**src/rtl/apb_master_arbiter.sv**
```systemverilog
// Two-requester round-robin APB master with a 16-way PSEL decode.
// Optional ACCESS-phase wait timeout is compiled in by defining APB_TIMEOUT_EN.
module apb_master_arbiter #(
  parameter int SLOT_LSB = 24,
  parameter int TIMEOUT  = 255
) (
  input  logic        PCLK,
  input  logic        PRESET,
  input  logic        REQ0,
  input  logic        WR0,
  input  logic [31:0] ADDR0,
  input  logic [31:0] WDATA0,
  output logic        ACK0,
  output logic [31:0] RDATA0,
  output logic        ERR0,
  input  logic        REQ1,
  input  logic        WR1,
  input  logic [31:0] ADDR1,
  input  logic [31:0] WDATA1,
  output logic        ACK1,
  output logic [31:0] RDATA1,
  output logic        ERR1,
  output logic [31:0] PADDR,
  output logic [15:0] PSEL,
  output logic        PENABLE,
  output logic        PWRITE,
  output logic [31:0] PWDATA,
  input  logic [31:0] PRDATA,
  input  logic        PREADY,
  input  logic        PSLVERR,
  output logic        BUSY
);
  localparam logic [1:0] IDLE   = 2'd0;
  localparam logic [1:0] SETUP  = 2'd1;
  localparam logic [1:0] ACCESS = 2'd2;

  logic [1:0]       state;
  logic             rr_ptr;   // requester that wins a tie
  logic             owner;    // requester of the transfer in flight
  logic [1:0]       ack, err, elig;
  logic [1:0][31:0] rdata;
  logic             grant_vld, grant_sel, timeout_hit;
  logic [3:0]       slot;

  // A requester being acked this cycle still holds REQ; mask it so it cannot re-win
  assign elig      = {REQ1 & ~ack[1], REQ0 & ~ack[0]};
  assign grant_vld = |elig;
  assign grant_sel = (&elig) ? rr_ptr : elig[1];
  assign slot      = grant_sel ? ADDR1[SLOT_LSB +: 4] : ADDR0[SLOT_LSB +: 4];

  always_ff @(posedge PCLK) begin
    if (PRESET) begin
      state   <= IDLE;
      rr_ptr  <= 1'b0;
      owner   <= 1'b0;
      PADDR   <= '0;
      PWRITE  <= 1'b0;
      PWDATA  <= '0;
      PSEL    <= '0;
      PENABLE <= 1'b0;
      ack     <= '0;
      err     <= '0;
      rdata   <= '0;
    end else begin
      ack <= '0;
      err <= '0;
      case (state)
        IDLE: if (grant_vld) begin
          state  <= SETUP;
          owner  <= grant_sel;
          rr_ptr <= ~grant_sel;
          PADDR  <= grant_sel ? ADDR1  : ADDR0;
          PWRITE <= grant_sel ? WR1    : WR0;
          PWDATA <= grant_sel ? WDATA1 : WDATA0;
          PSEL   <= 16'd1 << slot;
        end
        SETUP: begin
          state   <= ACCESS;
          PENABLE <= 1'b1;
        end
        ACCESS: if (PREADY || timeout_hit) begin
          state      <= IDLE;
          PSEL       <= '0;
          PENABLE    <= 1'b0;
          ack[owner] <= 1'b1;
          err[owner] <= PREADY ? PSLVERR : 1'b1;
          // a timed-out read leaves the previous read data in place
          if (PREADY && !PWRITE) rdata[owner] <= PRDATA;
        end
        default: state <= IDLE;
      endcase
    end
  end

`ifdef APB_TIMEOUT_EN
  localparam int CW = $clog2(TIMEOUT + 1);
  logic [CW-1:0] wait_cnt;

  assign timeout_hit = (state == ACCESS) && !PREADY && (wait_cnt == CW'(TIMEOUT - 1));

  always_ff @(posedge PCLK) begin
    if (PRESET || state != ACCESS || PREADY || timeout_hit) wait_cnt <= '0;
    else                                                    wait_cnt <= wait_cnt + CW'(1);
  end
`else
  logic unused_timeout;
  assign timeout_hit    = 1'b0;
  assign unused_timeout = (TIMEOUT > 0);
`endif

  assign BUSY   = (state != IDLE);
  assign ACK0   = ack[0];
  assign ACK1   = ack[1];
  assign ERR0   = err[0];
  assign ERR1   = err[1];
  assign RDATA0 = rdata[0];
  assign RDATA1 = rdata[1];
endmodule
```
**config.mk**
```make
export PLATFORM = sky130hd
export DESIGN_NAME = apb_master_arbiter
export DESIGN_NICKNAME = d
export VERILOG_FILES = /design/src/rtl/apb_master_arbiter.sv
export SDC_FILE = /design/constraint.sdc
export NUM_CORES = 1
export LEC_CHECK = 0
export ABC_AREA = 1
export ABC_CLOCK_PERIOD_IN_PS = 3750
export BUFFER_PORTS_ARGS = -buffer_cell sky130_fd_sc_hd__buf_2
export CAP_MARGIN = 40
export CORE_ASPECT_RATIO = 2
export CORE_MARGIN = 2
export CORE_UTILIZATION = 30
export CTS_CLUSTER_DIAMETER = 200
export DETAILED_ROUTE_END_ITERATION = 8
export HOLD_SLACK_MARGIN = 0.02
export PLACE_DENSITY = 0.69
export RECOVER_POWER = 50
export SETUP_SLACK_MARGIN = 0.1
export SLEW_MARGIN = 30
export SYNTH_ARGS = -nofsm -noshare
export SYNTH_HDL_FRONTEND = slang
export SYNTH_SLANG_ARGS = --single-unit
```
**constraint.sdc**
```tcl
create_clock -name PCLK -period 3.75 [get_ports PCLK]
set_input_delay 0.75 -clock PCLK [delete_from_list [all_inputs] [get_ports PCLK]]
set_output_delay 0.75 -clock PCLK [all_outputs]
set_load 0.05 [all_outputs]
```
== Word level (Yosys, flattened, before mapping) ==
Index checks and enable logic that the tools add are counted.
Operators by class
  magnitude comparators: 2
  equality and inequality tests: 4
  shift-type cells: 1
  mux-type cells: 19
  bitwise logic cells: 8
  reductions and logical operators: 15
Operators by type and width (count)
  $mux W32: 3
  $bwmux W64: 1
  $demux W32 S1: 1
  $mux W16: 2
  $pmux W16 S2: 1
  $shl A1 B4 Y16 const A: 1
  $reduce_and A2 Y1: 4
  $pmux W2 S3: 1
  $reduce_and A3 Y1: 2
  $reduce_bool A2 Y1: 3
  $mux W1: 5
  $not A1 Y1: 5
  $mux W2: 2
  $mux W4: 1
  $ne A2 B2 Y1 const B: 2
  $reduce_or A3 Y1: 1
  $and A1 B1 Y1: 2
  $and A2 B2 Y2: 1
  $eq A2 B1 Y1 const B: 1
  $eq A2 B2 Y1 const B: 1
  $logic_and A1 B1 Y1: 2
  $logic_not A2 Y1: 1
  $lt A1 B2 Y1 const B: 1
  $pmux W1 S2: 1
  4 further kinds: 4
Storage, ports and cells
  register bits after elaboration: 154
  input bits: 168
  output and inout bits: 151
  logic and storage cells: 61

== Longest topological paths before layout ==
  word-level depth: 8
  depth in mapped cells: 10
  gate-level depth less buffers: 10

== Worst setup path before layout ==
OpenSTA, ideal clock, no wires.
  path type: input to register
  start: input port REQ1
  end: register PWRITE
  library setup time: 0.074 ns
  arrival: 1.603 ns
  data required time: 3.676 ns
  slack: 2.073 ns
  cell stages on the path: 7
  cells stage by stage: nand2_1 nand2_1 nand2_4 buf_2 buf_2 nand2_1 a31oi_1
Between the ends
  longest elaborated chain between the ends: 4
  elaborated cells on any way between the ends: 6
Ends and longest elaborated chain
  start: declaration: line 16  | input logic REQ1,
  $and A1 B1 Y1 *: line 46  | assign elig = {REQ1 & ~ack[1], REQ0 & ~ack[0]};
  $reduce_and A2 Y1: line 48  | assign grant_sel = (&elig) ? rr_ptr : elig[1];
  $mux W1: line 48
  $mux W1: line 73  | PWRITE <= grant_sel ? WR1 : WR0;
  end signal: assignment: line 73
  end: declaration: line 26  | output logic PWRITE,
Mark *: on every way between the ends. The rest lies on a longest branch, timed or not.
A chain may end at the register's enable or synchronous reset.

== Final worst setup path ==
  start: input port PRESET
  end: register rr_ptr
RTL lines
  start: declaration: line 8  | input logic PRESET,
  end signal: assignment: line 71  | rr_ptr <= ~grant_sel;
  end: declaration: line 38  | logic rr_ptr;
No word-level cell between the ends.

==> results.py <==
metrics = {
    "floorplan": {
        "start_util": 0.3032,
        "coreArea_mm2": 0.01973,
        "chipHeight_um": 203.7,
        "die_area_mm2": 0.02115,
        "ioPinCount": 319,
        "rows": 73,
        "die_w_um": 103.9,
    },
    "sta": {
        "skew_ps": 14.17,
        "slew_headroom": -0.4477,
        "finalMaxSlewViolations": 47,
        "finalSetupViolCount": 0,
        "finalHoldViolations": 0,
        "worstMarginPinSlew_ps": 2172,
        "rsz0062_at_grt": "false",
        "fin_ws_ps": 894.8,
        "max_freq_ghz": 0.3502,
        "tns_ps": 0,
        "finalCritPeriodShare": 0.7614,
        "min_period_ps": 2855,
    },
    "route": {
        "route.detailed.drc": 0,
        "firstDrtPassIters": 4,
        "drtAntennaViolNets": 0,
        "vias": 6392,
        "drt_wl_total_um": 20010,
        "wl_per_cell_um": 14.85,
        "vias_per_cell": 4.742,
        "drt_iter0_markers": 289,
    },
    "layout": {
        "stdcell_count": 1348,
        "fillers": 2146,
        "layout-area-overhead-vs-synth_pct": 35.85,
        "mostFrequentLayoutCells": "nand2_1 (288), buf_2 (202), dfxtp_1 (154), clkbuf_1 (116), nand3_1 (87)",
        "drive_gt1_frac": 0.2426,
        "nets": 1239,
        "layout_commonest_cell": "nand2_1",
    },
    "pwr": {
        "seqPwrFrac": 0.411,
        "ir_drop_mv": 0.2252,
        "switching_share": 0.3346,
        "p_leak_nw": 3.265,
        "powerDensity_mw_per_mm2": 534.5,
        "pwr-share-clk": 0.386,
        "netSwitchingPower_mw": 1.454,
        "pwr-share-comb": 0.203,
        "p_int_mw": 2.890,
    },
    "synth": {
        "synth_fp_nets": 947,
        "ys_seq_area_frac": 0.5154,
        "yosys_warnings": 0,
        "synth.distinct_cells": 26,
        "ys_ff_latch": 154,
        "avgSynthCellArea_um2": 7.679,
        "synth-edff-count": 0,
        "syn_inst": 779,
        "async_flop_share": 0,
        "mappedNetlistArea_mm2": 0.005982,
        "synthFlopType": "dfxtp_1",
    },
    "setup_path": {
        "critical_path_class": "in -> reg",
        "cp.required_ps": 4010,
        "crit_fanout": 46,
        "crit_arrival_ps": 3120,
        "startpoint_type": "input port",
        "endpoint_kind": "flip-flop",
        "ff2ff_setup_slack_ps": 1490,
    },
    "status": {
        "violations": "max-capacitance violations, max-slew violations",
        "status": "finished with violations",
    },
    "place": {
        "place_congestion": 0.8620,
        "pre_cts_slack_ps": 1251,
        "dp.cells": 1314,
        "dp.final_hpwl_um": 14650,
        "io_buffers": 318,
    },
    "clocking": {
        "postCtsHoldBufs": 0,
        "cts_buffer_depth": 2,
        "cts.htree.levels": 4,
        "clock_latency_ps": 420,
        "cts-resized-gates": 0,
        "clkSinkCount": 154,
        "post-cts-setup-buffers": 0,
        "cts_tree": "done",
        "numCtsBuffers": 17,
        "cts_root_buf": "clkbuf_16",
        "path_clk_slew_ps": 60,
    },
    "global_route": {
        "antenna_found_initial": 2,
        "grt_pass1_wl_um": 30880,
        "grt_max_degree": 56,
        "grt_pass1_vias": 6025,
        "grtUsageTotal": 0.1826,
        "overflow": 0,
    },
    "hold_path": {
        "worst_hold_path_type": "reg -> reg",
    },
    "job": {
        "drv_cap": 1,
    },
}
layout make-up:
| class | count | area [um^2] | share of cell area |
|---|---|---|---|
| Clock inverter | 14 | 138.9 | 0.01709 |
| Timing Repair Buffer | 329 | 1539 | 0.1894 |
| Inverter | 21 | 78.83 | 0.009700 |
| Antenna cell | 2 | 5.005 | 0.0006159 |
| Tap cell | 262 | 327.8 | 0.04034 |
| Clock buffer | 18 | 439.2 | 0.05404 |
| Sequential cell | 154 | 3083 | 0.3794 |
| Multi-Input combinational cell | 548 | 2515 | 0.3095 |
cell usage after synthesis (3+ instances only):
| library cell | instances | share of area |
|---|---|---|
| clkbuf_1 | 23 | 0.014 |
| nor2_2 | 5 | 0.0052 |
| a31oi_1 | 61 | 0.064 |
| buf_2 | 18 | 0.015 |
| nand3_1 | 86 | 0.072 |
| nor2_1 | 8 | 0.0050 |
| dfxtp_1 | 154 | 0.52 |
| buf_6 | 6 | 0.011 |
| buf_4 | 8 | 0.010 |
| inv_2 | 5 | 0.0031 |
| o211ai_1 | 3 | 0.0038 |
| a21oi_1 | 82 | 0.069 |
| nand2_1 | 289 | 0.18 |
| inv_1 | 15 | 0.0094 |
state kept, by name, summed over array words and instances, names as in the netlist:
| signal | flops |
|---|---|
| RDATA1 | 32 |
| ack | 2 |
| RDATA0 | 32 |
| PWDATA | 32 |
| PENABLE | 1 |
| err | 2 |
| owner | 1 |
| PWRITE | 1 |
| state | 2 |
| rr_ptr | 1 |
| PSEL | 16 |
| PADDR | 32 |
power by group through the flow:
stage	sequential, mW	combinational, mW	clock, mW
2_1_floorplan	2.13	0.325	0
3_3_place_gp	1.82	0.898	0
3_5_place_dp	1.82	0.904	0
4_1_cts	1.78	0.906	1.72
5_1_grt	1.80	0.946	1.80
6_report	1.79	0.880	1.68
cells by family after synthesis:
| family | share of synthesized area |
|---|---|
| flip-flops | 0.5154 |
| buffers and inverters | 0.06463 |
| AND/OR/NAND/NOR | 0.2778 |
| AO/OA/AOI/OAI | 0.1422 |
worst paths after layout:
kind	from	endpoint	cells after the start
setup / recovery	PRESET	rr_ptr	3
hold / removal	RDATA1[20]	RDATA1[20]	2
setup reg to reg	state[1]	RDATA0[9]	8
hold reg to reg	RDATA1[20]	RDATA1[20]	2
per-stage QoR:
stage / instance area (um^2) / hold slack [ps] / power, mW / utilization
6_report: 8127 / 458.9 / 4.344 / 0.4119
5_1_grt: 8127 / 471.4 / 4.542 / 0.4119
4_1_cts: 8277 / 459.2 / 4.414 / 0.4195
3_5_place_dp: 7699 / 449.9 / 2.722 / 0.3902
3_3_place_gp: 7696 / 446.6 / 2.717 / 0.3901
2_1_floorplan: 5982 / 461.0 / 2.455 / -
layer usage:
layer  GRT usage  up-vias  share of wire
met1      0.1961     2926           0.37
li1            -     3181              -
met4     0.09073        0          0.035
met2      0.3379      250           0.54
met3     0.03484       35          0.049
met5           0        -              0
critical path, stage by stage:
cell and delay (ps):
clkbuf_1 1510, clkbuf_2 740, a211oi_1 100
No activity file was read; power rests on OpenSTA's default activity.
